===== src/rtl/tcdm_bank_rr_arbiter.sv =====
// Round-robin arbiter that shares one single-ported TCDM bank between NumIn masters.
// The response pipe returns read data (and optionally write acks) to the master that issued the access.
module tcdm_bank_rr_arbiter #(
    parameter int unsigned NumIn        = 4,
    parameter int unsigned AddrMemWidth = 12,
    parameter int unsigned DataWidth    = 32,
    parameter int unsigned RespLat      = 1,
    parameter bit          WriteRespEn  = 1'b1
) (
    input  logic                                     clk_i,
    input  logic                                     rst_ni,
    input  logic [NumIn-1:0]                         req_i,
    input  logic [NumIn-1:0][AddrMemWidth-1:0]       add_i,
    input  logic [NumIn-1:0]                         wen_i,
    input  logic [NumIn-1:0][DataWidth-1:0]          wdata_i,
    input  logic [NumIn-1:0][DataWidth/8-1:0]        be_i,
    output logic [NumIn-1:0]                         gnt_o,
    output logic [NumIn-1:0]                         vld_o,
    output logic [NumIn-1:0][DataWidth-1:0]          rdata_o,
    output logic                                     req_o,
    input  logic                                     gnt_i,
    output logic [AddrMemWidth-1:0]                  add_o,
    output logic                                     wen_o,
    output logic [DataWidth-1:0]                     wdata_o,
    output logic [DataWidth/8-1:0]                   be_o,
    input  logic [DataWidth-1:0]                     rdata_i
);

    localparam int unsigned PtrW = (NumIn > 1) ? $clog2(NumIn) : 1;

    logic [PtrW-1:0]      rr_q;
    logic [PtrW-1:0]      rr_d;
    logic [PtrW-1:0]      winner;
    logic [2*NumIn-1:0]   req_rot;
    logic                 handshake;

    logic                 pipe_vld_q [RespLat];
    logic [PtrW-1:0]      pipe_idx_q [RespLat];
    logic                 pipe_wr_q  [RespLat];

    // Rotate the requests so that bit 0 is the current priority holder; the lowest set bit wins.
    always_comb begin
        int cand;
        winner  = '0;
        cand    = 0;
        req_rot = {req_i, req_i} >> rr_q;
        for (int k = NumIn - 1; k >= 0; k--) begin
            if (req_rot[k]) begin
                cand = int'(rr_q) + k;
                if (cand >= int'(NumIn)) begin
                    cand = cand - int'(NumIn);
                end
                winner = PtrW'(cand);
            end
        end
    end

    assign req_o     = |req_i;
    assign handshake = req_o & gnt_i;
    assign add_o     = add_i[winner];
    assign wen_o     = wen_i[winner];
    assign wdata_o   = wdata_i[winner];
    assign be_o      = be_i[winner];

    always_comb begin
        gnt_o = '0;
        if (handshake) begin
            gnt_o[winner] = 1'b1;
        end
    end

    // Priority only moves on an accepted transfer, so a stalled bank keeps the same winner.
    always_comb begin
        rr_d = rr_q;
        if (handshake) begin
            rr_d = (winner == PtrW'(NumIn - 1)) ? '0 : winner + PtrW'(1);
        end
    end

    always_ff @(posedge clk_i or negedge rst_ni) begin
        if (!rst_ni) begin
            rr_q <= '0;
        end else begin
            rr_q <= rr_d;
        end
    end

    always_ff @(posedge clk_i or negedge rst_ni) begin
        if (!rst_ni) begin
            for (int i = 0; i < RespLat; i++) begin
                pipe_vld_q[i] <= 1'b0;
                pipe_idx_q[i] <= '0;
                pipe_wr_q[i]  <= 1'b0;
            end
        end else begin
            pipe_vld_q[0] <= handshake;
            pipe_idx_q[0] <= winner;
            pipe_wr_q[0]  <= wen_o;
            for (int i = 1; i < RespLat; i++) begin
                pipe_vld_q[i] <= pipe_vld_q[i-1];
                pipe_idx_q[i] <= pipe_idx_q[i-1];
                pipe_wr_q[i]  <= pipe_wr_q[i-1];
            end
        end
    end

    // Only the owning master's lane carries data; the others are held at zero.
    always_comb begin
        vld_o   = '0;
        rdata_o = '0;
        if (pipe_vld_q[RespLat-1] && (!pipe_wr_q[RespLat-1] || WriteRespEn)) begin
            vld_o[pipe_idx_q[RespLat-1]]   = 1'b1;
            rdata_o[pipe_idx_q[RespLat-1]] = rdata_i;
        end
    end

`ifndef SYNTHESIS
    logic hs_hist_q [RespLat];

    always_ff @(posedge clk_i or negedge rst_ni) begin
        if (!rst_ni) begin
            for (int i = 0; i < RespLat; i++) begin
                hs_hist_q[i] <= 1'b0;
            end
        end else begin
            hs_hist_q[0] <= handshake;
            for (int i = 1; i < RespLat; i++) begin
                hs_hist_q[i] <= hs_hist_q[i-1];
            end
        end
    end

    always @(posedge clk_i) begin
        if (rst_ni) begin
            assert ($onehot0(gnt_o));
            assert ((gnt_o & ~req_i) == '0);
            if (|vld_o) begin
                assert (hs_hist_q[RespLat-1]);
            end
        end
    end
`endif

endmodule


===== config.mk =====
export PLATFORM = sky130hd
export DESIGN_NAME = tcdm_bank_rr_arbiter
export DESIGN_NICKNAME = d
export VERILOG_FILES = /design/src/rtl/tcdm_bank_rr_arbiter.sv
export SDC_FILE = /design/constraint.sdc
export NUM_CORES = 1
export LEC_CHECK = 0
export BUFFER_PORTS_ARGS = -buffer_cell sky130_fd_sc_hd__buf_4
export CORE_AREA = 4 4 162 164
export CTS_CLUSTER_SIZE = 25
export DETAILED_ROUTE_END_ITERATION = 8
export DIE_AREA = 0 0 166 168
export HOLD_SLACK_MARGIN = 0.12
export PLACE_DENSITY_LB_ADDON = 0.05
export SYNTH_ARGS = -nofsm -noshare
export SYNTH_HDL_FRONTEND = slang
export SYNTH_SLANG_ARGS = --single-unit

===== constraint.sdc =====
create_clock -name clk_i -period 2.9 [get_ports clk_i]
set_input_delay 0.435 -clock clk_i [delete_from_list [all_inputs] [get_ports clk_i]]
set_output_delay 0.435 -clock clk_i [all_outputs]
set_load 0.02 [all_outputs]

* After elaboration in Yosys (flattened, before gate mapping) *
Cells that the tools add are included.

storage, ports and cells
  logic and storage cells = 52
  bits of input ports = 235
  bits in latches = 0
  output and inout bits = 186
  bits in read-only memories = 0
  bits in writable memories = 0
  memories = 0
  register bits after elaboration = 5

operators by class
  muxes and demuxes = 26
  order comparisons = 8
  $add $sub $neg = 8
  equal/unequal tests = 1
  bitwise operators = 2
  divide/modulo/power cells = 0
  shift-type cells = 1
  multiply operators = 0
  reduce and logical (&&, ||, !) cells = 3

operators by type and width
  kind                                                                   count
  128-bit AND                                                            1
  128-bit two-way mux                                                    1
  32-bit binary-select mux with 2-bit select                             1
  32-bit demux with 2-bit select                                         1
  32-bit two-way mux                                                     2
  12-bit binary-select mux with 2-bit select                             1
  2-bit two-way mux                                                      9
  12-bit two-way mux                                                     1
  4-bit two-way mux                                                      3
  3-bit >= comparator, second input constant                             3
  4-bit binary-select mux with 2-bit select                              1
  8-bit by 2-bit right shift with 4-bit output                           1
  2-bit by 1-bit subtractor with 2-bit output, second input constant     4
  2-bit by 2-bit adder with 3-bit output, second input constant          2
  2-bit by 3-bit < comparator with 1-bit output, second input constant   2
  1-bit demux with 2-bit select                                          2
  2-bit by 1-bit >= comparator with 1-bit output, second input constant  2
  4-bit OR reduction                                                     1
  2-bit by 1-bit adder with 3-bit output, second input constant          1
  2-bit by 3-bit >= comparator with 1-bit output, second input constant  1
  1-bit two-way mux                                                      3
  2-bit by 1-bit adder with 2-bit output, second input constant          1
  1-bit binary-select mux with 2-bit select                              1
  2-bit equality test, second input constant                             1
  other kinds (2)                                                        3

* Longest topological paths before layout *
  depth in word-level cells = 12
  mapped depth = 8
  depth with buffers taken out = 5

* Worst setup path before layout *
Ideal clock, no wire load.

  path kind = reg2out
  start point = register rr_q[1]
  end point = output add_o[0]
  setup slack = 0.740 ns
  buffers on the path = 2
  required time = 2.465 ns
  cell stages (with the launch flop) = 7
  arrival time = 1.725 ns
  path through = dfrtp_1 -> mux2i_1 -> o22ai_1 -> a21oi_1 -> buf_2 -> buf_2 -> mux2i_1

on the way
  longest elaborated chain between the ends = 9
  elaborated cells on any way between the ends = 22
  those cells by class = 7 x add/sub; 4 x order compare; 1 x shift; 10 x mux

RTL lines
  what                                                                                       line    source
  from (decl)                                                                                31      logic [PtrW-1:0] rr_q;
  from (signal assigned)                                                                     84      rr_q <= rr_d;
  2-bit by 2-bit adder with 3-bit output                                                     49      cand = int'(rr_q) + k;
  3-bit >= comparator / 2-bit by 1-bit subtractor with 2-bit output (equally long branches)  50, 51
  2-bit two-way mux                                                                          50      if (cand >= int'(NumIn)) begin
  2-bit two-way mux (3 in a row)                                                             48      if (req_rot[k]) begin
  2-bit two-way mux (*)                                                                      48
  12-bit binary-select mux with 2-bit select (*)                                             60      assign add_o = add_i[winner];
  12-bit two-way mux (not written as such) (*)                                               60
  to (decl)                                                                                  22      output logic [AddrMemWidth-1:0] add_o,

Mark *: on every way between the ends. The rest lies on a longest branch, timed or not. The select of a mux whose other input is x is not followed.

* Final worst setup path *
  start point = register rr_q[1]
  end point = output wdata_o[5]

on the way
  longest elaborated chain between the ends = 9
  elaborated cells on any way between the ends = 22
  those cells by class = 7 x add/sub; 4 x order compare; 1 x shift; 10 x mux

RTL lines
  what                                                                                       line    source
  2-bit by 2-bit adder with 3-bit output                                                     49
  3-bit >= comparator / 2-bit by 1-bit subtractor with 2-bit output (equally long branches)  50, 51
  2-bit two-way mux                                                                          50
  2-bit two-way mux (3 in a row)                                                             48
  2-bit two-way mux (*)                                                                      48
  32-bit binary-select mux with 2-bit select (*)                                             62      assign wdata_o = wdata_i[winner];
  32-bit two-way mux (not written as such) (*)                                               62
  to (decl)                                                                                  24      output logic [DataWidth-1:0] wdata_o,

Marked as above.

==> run_results.csv <==
group,metric,value,unit
placement,dpl_cell_area,6320,sq um
placement,gp_congestion,0.778,
run_status,status,"finished clean",
power_and_ir_drop,power_frac_comb,0.884,
sta,rsz0062_at_grt,"no",
sta,tightestPinTransition,0.500,ns
setup_path,worstPathRequired,2.47,ns
yosys,synth_area,2820,sq um
sta,fin_setup_tns,0,ns
power_and_ir_drop,p_int,1.51,mW
power_and_ir_drop,irDropWorstVdd,0.179,mV
sta,finalCriticalPeriod,2.66,ns
sta,skew,0.000684,ns
die,row_count,58,
yosys,syn_inst,339,
power_and_ir_drop,power_frac_clock,0.077,
detailed_routing,drtPass1Iterations,4,
yosys,yosys-top-cells-area,"mux2i_1 (53%), and2_1 (28%), dfrtp_1 (4.4%), buf_12 (4.3%), clkbuf_1 (1.6%)",
die,start_util,0.113,
clocking,cts.reportedPaths.clkPinSlew,0.03,ns
setup_path,critPathCaptureType,"output port",
detailed_routing,dr_total_vias,4061,
layout,final_util,0.258,
detailed_routing,antenna_left,0,
detailed_routing,routed_wirelength,18700,microns
layout,mostFrequentLayoutCell,"buf_4",
sta,setup_viol,0,
die,die_width,166,microns
layout,diodes,0,
setup_path,cpMaxStageDelayCell,"dfrtp_1",
sta,fmax,376,MHz
clocking,post_cts_buffers,0,
sta,relSlewSlack,0.667,
yosys,avgSynthCellArea,8.32,sq um
sta,drv_slew,0,
global_routing,grt_pass1_vias,4405,
clocking,cts_resized,0,
setup_path,cp_slowest_stage_delay,0.46,ns
worst_hold_path,hold_path.class,"in -> reg",
clocking,htree_num_levels,1,
placement,dp_hpwl,16400,microns
global_routing,overflow,0,
die,die_h,168,microns
power_and_ir_drop,seq_power_share,0.039,
setup_path,cp_data_arrival_time,2.23,ns
yosys,synth_cell_type_count,25,
setup_path,crit_chain,"a21oi_2 > o21ai_2 > o2bb2a_4 > buf_12 > mux2i_1 > mux2i_1 > buf_4",
yosys,synthArstFlopShare,1.00,
detailed_routing,drtIter0Drc,59,
die,core_area,24900,sq um
yosys,yosys_most_used_dff,"dfrtp_1",
global_routing,grt_max_degree,46,
detailed_routing,wl_per_cell,17.4,microns
power_and_ir_drop,switching_share,0.485,
clocking,cts_made_buffers,3,
sta,finalCritPeriodShare,0.918,
power_and_ir_drop,power_density,456,nW/um^2
clocking,clock_path_buffers,2,
layout,mostFrequentLayoutCells,"buf_4 (428), mux2i_1 (148), and2_1 (128)",
setup_path,worstSetupPathType,"reg -> out",
layout,drive_gt1_frac,0.593,
die,dieArea,27900,sq um
clocking,worstSkewPairLatency,0.23,ns
yosys,yosysSeqAreaShare,0.0443,
setup_path,start_kind,"flop",
clocking,cts_tree,"yes",
layout,fin_nets,983,
yosys,ys_ff_latch,5,
yosys,synth_edf_count,0,
clocking,root_buffer,"clkbuf_16",
detailed_routing,drcViolationCount,0,
layout,fin_area,6410,sq um
yosys,synth_nets,574,
global_routing,track_usage,0.123,
yosys,yosysTopAreaCellShare,0.525,
setup_path,path_max_fanout,25,
yosys,synth.largest_area_cell,"mux2i_1",
yosys,yosys_warnings,0,
sta,hold_viol,0,
detailed_routing,viasPerCell,3.77,
die,num_io_pins,421,
clocking,clock_sinks,5,
global_routing,antenna_found_initial,0,
setup_path,crit_top_cell,"mux2i_1",
power_and_ir_drop,p_leak,3.54,nW
power_and_ir_drop,p_sw,1.42,mW
layout,syn2layout_area_growth,127,%
flow_run,max-cap-violations,0,
global_routing,grt_pass1_wl,26900,microns
placement,port_buffers,420,
-- worst paths after layout --
| path | startpoint | end | slack [ns] | cells after the start |
|---|---|---|---|---|
| min in group asynchronous | rst_ni | pipe_vld_q | 0.58 | 2 |
| max in group asynchronous | rst_ni | rr_q[1] | 2.22 | 2 |
| worst min-delay path | gnt_i | pipe_vld_q | 0.57 | 3 |
| worst max-delay path | rr_q[1] | wdata_o[5] | 0.24 | 7 |
| worst max register to register | rr_q[1] | rr_q[0] | 1.12 | 6 |
| worst min register to register | rr_q[0] | rr_q[0] | 0.60 | 2 |
-- layout make-up --
class                   instances  area [sq um]
inverters                       3          11.3
repair buffers                434          3320
clock buffers                   4          78.8
multi-input cells             301          2460
flip-flops and latches          5           125
fillers                      2761         18500
well taps                     330           413
-- logic make-up (layout without fill, tap and decap cells) --
logic type             count (synthesis)  in the layout  synth area share
multiplexers                         148            148             0.525
flip-flops                             5              5            0.0443
buffers and inverters                 33            441            0.0909
XOR/XNOR                               1              1           0.00310
AND/OR/NAND/NOR                      143            143             0.310
AO/OA/AOI/OAI                          9              9            0.0262
-- timing repair --
item | CTS | global route
hold buffers | 1 | 0
setup endpoints to repair | 0 | 0
hold endpoints to repair | 5 | 0
-- metrics by stage --
stage          instances  worst slack, ns  hold slack [ns]  total power, mW
2_1_floorplan        339            0.740            0.139             1.67
6_report            1077            0.239            0.569             2.93
4_1_cts             1077            0.192            0.575             2.99
5_1_grt             1077            0.116            0.629             3.12
3_5_place_dp        1072            0.359            0.242             2.75
3_3_place_gp        1072            0.464            0.241             2.75
-- power groups by stage --
stage / clock network, mW / registers, mW / logic [mW]
2_1_floorplan: 0 / 0.105 / 1.56
3_3_place_gp: 0 / 0.113 / 2.64
3_5_place_dp: 0 / 0.114 / 2.64
4_1_cts: 0.231 / 0.114 / 2.65
5_1_grt: 0.236 / 0.117 / 2.77
6_report: 0.225 / 0.113 / 2.59
-- metal layers --
layer / vias up / GRT usage / share of wire
li1: 1976 / - / -
met1: 1839 / 0.105 / 0.29
met2: 234 / 0.268 / 0.60
met3: 12 / 0.0402 / 0.092
met4: 0 / 0.0240 / 0.014
met5: - / 0 / 0
-- registers in the layout, indices dropped and copies added (netlist names) --
name and cells:
pipe_idx_q 2, pipe_vld_q 1, rr_q 2
-- synth_stat cells (2+ instances only) --
cell        n
mux2i_1   148
and2_1    128
clkbuf_1   12
buf_2       7
buf_12      6
dfrtp_1     5
nand2_1     5
nor2_1      4
clkbuf_4    3
a21boi_1    2
a21oi_1     2
and3_1      2
buf_6       2
inv_1       2
-- critical path: cells and delay by family (launching register included) --
family | cells | cell delay, ns
AOI/OAI and AO/OA | 3 | 0.70
buffers and inverters | 2 | 0.44
DFF | 1 | 0.46
muxes | 2 | 0.36
(Power assumes the default switching activity.)
